[src/rtl/mem_arbiter.sv]
// mem_arbiter: shares one physical memory port between the I-cache and D-cache, one line in flight.
// Define ARB_ROUND_ROBIN_EN to alternate grants on ties instead of fixed D-over-I priority.

module mem_arbiter #(
  parameter int LINE_WIDTH = 256,
  parameter int ADDR_WIDTH = 32
) (
  input  logic                  clk,
  input  logic                  rst_n,
  input  logic                  ic_read,
  input  logic [ADDR_WIDTH-1:0] ic_address,
  output logic [LINE_WIDTH-1:0] ic_rdata,
  output logic                  ic_resp,
  input  logic                  dc_read,
  input  logic                  dc_write,
  input  logic [ADDR_WIDTH-1:0] dc_address,
  input  logic [LINE_WIDTH-1:0] dc_wdata,
  output logic [LINE_WIDTH-1:0] dc_rdata,
  output logic                  dc_resp,
  output logic                  pmem_read,
  output logic                  pmem_write,
  output logic [ADDR_WIDTH-1:0] pmem_address,
  output logic [LINE_WIDTH-1:0] pmem_wdata,
  input  logic [LINE_WIDTH-1:0] pmem_rdata,
  input  logic                  pmem_resp
);

  typedef enum logic [2:0] {
    IDLE    = 3'd0,
    SERVE_I = 3'd1,
    SERVE_D = 3'd2,
    DONE_I  = 3'd3,
    DONE_D  = 3'd4
  } state_t;

  state_t                state_q, state_d;
  logic                  req_i, req_d, pick_d;
  logic                  grant_i, grant_d, capture;
  logic                  write_next, read_d, write_d;
  logic                  op_write_q;
  logic [LINE_WIDTH-1:0] line_q;

  // A simultaneous dc_read/dc_write is served as a write.
  assign req_i = ic_read;
  assign req_d = dc_read | dc_write;

`ifdef ARB_ROUND_ROBIN_EN
  logic last_d_q;  // 1: the most recent grant went to the D side

  assign pick_d = req_d & (~req_i | ~last_d_q);

  always_ff @(posedge clk or negedge rst_n) begin
    if (!rst_n) begin
      last_d_q <= 1'b0;
    end else if (grant_i || grant_d) begin
      last_d_q <= grant_d;
    end
  end
`else
  // The MEM-stage request is the older instruction, so D wins every tie.
  assign pick_d = req_d;
`endif

  always_comb begin
    // NOTE: every signal driven here gets a default first, so no path can infer a latch.
    state_d = state_q;
    grant_i = 1'b0;
    grant_d = 1'b0;
    capture = 1'b0;
    case (state_q)
      IDLE: begin
        if (pick_d) begin
          grant_d = 1'b1;
          state_d = SERVE_D;
        end else if (req_i) begin
          grant_i = 1'b1;
          state_d = SERVE_I;
        end
      end
      SERVE_I: begin
        if (pmem_resp) begin
          capture = 1'b1;
          state_d = DONE_I;
        end
      end
      SERVE_D: begin
        if (pmem_resp) begin
          capture = 1'b1;
          state_d = DONE_D;
        end
      end
      DONE_I, DONE_D: state_d = IDLE;
      default:        state_d = IDLE;
    endcase

    // Strobes are registered from the next state so they rise on the grant edge itself.
    write_next = grant_d ? dc_write : op_write_q;
    read_d     = (state_d == SERVE_I) || ((state_d == SERVE_D) && !write_next);
    write_d    = (state_d == SERVE_D) && write_next;
  end

  always_ff @(posedge clk or negedge rst_n) begin
    // NOTE: the line buffer is reset along with the control state because its value is visible on rdata.
    if (!rst_n) begin
      state_q      <= IDLE;
      op_write_q   <= 1'b0;
      pmem_read    <= 1'b0;
      pmem_write   <= 1'b0;
      pmem_address <= '0;
      pmem_wdata   <= '0;
      ic_resp      <= 1'b0;
      dc_resp      <= 1'b0;
      line_q       <= '0;
    end else begin
      // NOTE: non-blocking assignments so every register samples pre-edge values.
      state_q    <= state_d;
      pmem_read  <= read_d;
      pmem_write <= write_d;
      ic_resp    <= (state_d == DONE_I);
      dc_resp    <= (state_d == DONE_D);
      if (grant_d) begin
        pmem_address <= dc_address;
        pmem_wdata   <= dc_wdata;
        op_write_q   <= dc_write;
      end else if (grant_i) begin
        pmem_address <= ic_address;
        op_write_q   <= 1'b0;
      end
      if (capture) begin
        line_q <= pmem_rdata;
      end
    end
  end

  // Both requesters see the same buffer; only their own resp qualifies it.
  assign ic_rdata = line_q;
  assign dc_rdata = line_q;

endmodule

[config.mk]
export PLATFORM = sky130hd
export DESIGN_NAME = mem_arbiter
export DESIGN_NICKNAME = d
export VERILOG_FILES = /design/src/rtl/mem_arbiter.sv
export SDC_FILE = /design/constraint.sdc
export NUM_CORES = 1
export LEC_CHECK = 0
export BUFFER_PORTS_ARGS = -buffer_cell sky130_fd_sc_hd__buf_2
export CAP_MARGIN = 20
export CORE_AREA = 10 10 534 536
export DETAILED_ROUTE_END_ITERATION = 8
export DIE_AREA = 0 0 544 546
export PLACE_DENSITY = 0.32
export SYNTH_ARGS = -nofsm -noshare
export SYNTH_HDL_FRONTEND = slang
export SYNTH_SLANG_ARGS = --single-unit
[constraint.sdc]
create_clock -name clk -period 1.64 [get_ports clk]
set_input_delay 0.246 -clock clk [delete_from_list [all_inputs] [get_ports clk]]
set_output_delay 0.246 -clock clk [all_outputs]
set_load 0.02 [all_outputs]
==> run metrics <==
Num CTS Buffers 80; Setup Viol. Count Final 603; Die Width 544 um; register area share after synthesis 0.5512; die area between 200000 and 300000 um^2; #FFs+latches synth about 550; core area 274800 um^2; critical path data arrival time 2600 ps; Setup Skew a little over 60 ps; Hold Path Sink pmem_wdata[102]; Syn Nets between 2000 and 2500; CP Class register to register; Post-DRT Antenna Nets 0; CP peak stage delay 420 ps; final hold vios 0; post-synthesis xor/xnor area fraction 0.0003495; Clk pwr share 0.175; Total Routing Usage GR 0.1122; post-synthesis simple-gate area fraction 0.01048; Logic pwr share 0.542; Avg Vias per Cell around 2.9; fillcell total 30584; post-synthesis mux area share 0.2903; R2R Path Start state_q[0]; layout cells sized above 1 0.6102; violated checks negative setup slack; Rel. slew slack 0.6565; global route total overflow 0; crit end category register; gpl congestion approximately 0.84; Slew @ Worst Pin 515.3 ps; Mapped Cells 1555; TritonCTS clock tree done; Cell Area, Synth around 25000 um^2; Pint roughly 0.053 W; clk slew on worst S/H paths around 60 ps; sum of negative setup slack -153930 ps; outcome complete, but fails checks; I/O pins between 1000 and 1500; H-Tree Depth 3; DP Wirelength 150400 um; multi-input logic area 8290 um^2; worst skew pair latency 760 ps; Routed WL around 180000 um; Unique masters post-synth 34; fmax around 490 MHz; first-pass GRT wire length 228600 um; crit path launch state_q[0]; Seq pwr share 0.283; slowest library cell on the worst path dfrtp_1; Cell Chain, Critical Path xnor2_2, nor3b_4, buf_12, buf_16, buf_4, mux2_1; Sw Pwr approximately 0.043 W; hold wc startpoint dc_wdata[102]; Layout area overhead 74.88%; RSZ-0062 raised after global routing true; Final Max Slew Viols 0; DRT iter0 DRCs about 880; initial cell density of the core 0.09119; WL per Instance 24.76 um; final period utilization 1.232; CTS root buf clkbuf_16; DP Area about 35000 um^2; R2R setup slack -380 ps; Residual DRC 0; synth warn 0; Worst Hold Path Cells 3; Startpoint Class register; most frequent cells in the layout 1382 x buf_2, 586 x dlygate4sd3_1, 551 x dfrtp_1, 427 x mux2_4, 87 x clkbuf_16; Clock Tree Buf Depth 4; Power per Cell Area 2192 nW/um^2; overall power 0.09605 W; row count roughly 190; Synth Area in Adders 0; largest net degree at the start of global routing 80; Die Y between 500 and 600 um; first-pass detailed-route iteration total 5; post-synthesis compound-gate area fraction 0.02481; max_cap viols 0; post-route setup slack -380.6 ps; largest family of logic cells by synthesized area multiplexers; Max VDD drop between 0.0009 and 0.001 V; Worst EP required ~2200 ps; Mean Syn Cell Area 16.12 um^2; Place WS -415.3 ps; final non-filler cell area 43820 um^2; Reg2Reg Depth 6; most common cell after layout, fill and taps aside buf_2; vias in the first global route 22748; R2R Path End dc_rdata[135]; Leak ~20 nW; Hold/Removal Path Class input pin to register; via count between 20000 and 25000; CTS Sinks between 500 and 600; CP max FO 9; final net count 3983; register area about 14000 um^2; # port buffers 1385; initial antenna violation count between 90 and 100; Sw Ratio 0.4510; min Tclk post-route approximately 2000 ps
==> kinds of logic after synthesis <==
group           count (synthesis)
mux                           512
simple gates                   49
flops                         552
compound gates                105
xor+xnor                        1
buf+inv                       336
==> cell type report <==
cell class,instances,area share
clock buffers,114,0.05319
well taps,3607,0.1030
diodes,35,0.001999
inverters,2,0.0001713
multi-input cells,667,0.1892
repair buffers,2098,0.3334
flip-flops and latches,552,0.3152
clock inverters,20,0.003883
==> sequential cells by signal, indices dropped and copies added, names as in the netlist <==
name / flops
state_q: 3
pmem_write: 1
pmem_address: 32
dc_resp: 1
ic_resp: 1
pmem_read: 1
pmem_wdata: 256
dc_rdata: 256
op_write_q: 1
==> routing by layer <==
layer  vias to the layer above  wire (um)  track usage
met5                         -        199            0
met4                        30       4528      0.02699
met3                       255      18700      0.04817
met2                      1183      76940       0.1744
met1                     10283      75290       0.1428
li1                       8913          -            -
==> critical path, delay by kind of cell (launching register included) <==
family / cells / cell delay [ps]
muxes: 1 / 320
DFF: 1 / 420
buffers and inverters: 3 / 600
and+or+nand+nor: 1 / 240
xor gates and xnor gates: 1 / 170
==> what timing repair did <==
action | CTS | global route
cloned | 4 | 6
endpoints found under the hold margin | 1104 | 0
resized for setup | 39 | 35
pin swaps | 0 | 2
buffers inserted | 11 | 1
hold buffers | 586 | 0
endpoints found under the setup margin | 1202 | 1208
==> synth_stat cells <==
master / instances / area, um^2
a21oi_1: 33 / 165.2
a22o_1: 1 / 8.760
a22oi_1: 1 / 7.510
a31oi_1: 1 / 6.260
buf_12: 48 / 960.9
buf_2: 4 / 20.02
buf_4: 259 / 1944
buf_6: 8 / 90.09
clkbuf_1: 15 / 56.30
dfrtp_1: 552 / 13810
inv_1: 2 / 7.510
mux2_1: 60 / 675.7
mux2_2: 50 / 563.0
mux2_4: 402 / 6036
nand2_1: 1 / 3.750
nand2b_1: 1 / 6.260
nor2_1: 35 / 131.4
nor2_2: 1 / 6.260
nor2_8: 1 / 20.02
nor3_1: 3 / 15.01
nor3_4: 1 / 16.27
nor3b_1: 1 / 7.510
nor3b_4: 1 / 18.77
nor4bb_1: 1 / 10.01
o211ai_1: 1 / 7.510
o21ai_0: 33 / 165.2
o21ai_1: 1 / 5.000
o22ai_1: 1 / 6.260
o311a_1: 1 / 10.01
o31ai_1: 32 / 240.2
or2_2: 1 / 6.260
or3_4: 1 / 11.26
or4b_2: 1 / 10.01
xnor2_1: 1 / 8.760
==> metrics by stage <==
stage	hold slack (ps)	std cells	util
after global routing	179.6	7070	0.1592
after detailed placement	181.4	6318	0.1262
after CTS	136.5	7053	0.1581
after global placement	183.0	6318	0.1262
final	241.0	7095	0.1595
after floorplan	-49.59	1555	-
==> power groups by stage <==
stage,Combinational (W),Clock (W),Sequential [W]
global placement,0.0500,0,0.0273
global route,0.0550,0.0182,0.0282
detailed placement,0.0498,0,0.0273
CTS,0.0524,0.0177,0.0272
finish,0.0520,0.0169,0.0272
floorplan,0.0263,0,0.0335
==> worst max path at each step <==
stage	end	slack [ps]	depth (start not counted)
4_1_cts	dc_rdata[15]	-420	7
5_1_grt	dc_rdata[37]	-480	6
3_5_place_dp	dc_rdata[94]	-420	6
6_report	dc_rdata[135]	-380	6
2_1_floorplan	pmem_wdata[100]	-170	6
3_3_place_gp	dc_rdata[94]	-440	6
No activity file was read; power rests on OpenSTA's default activity.
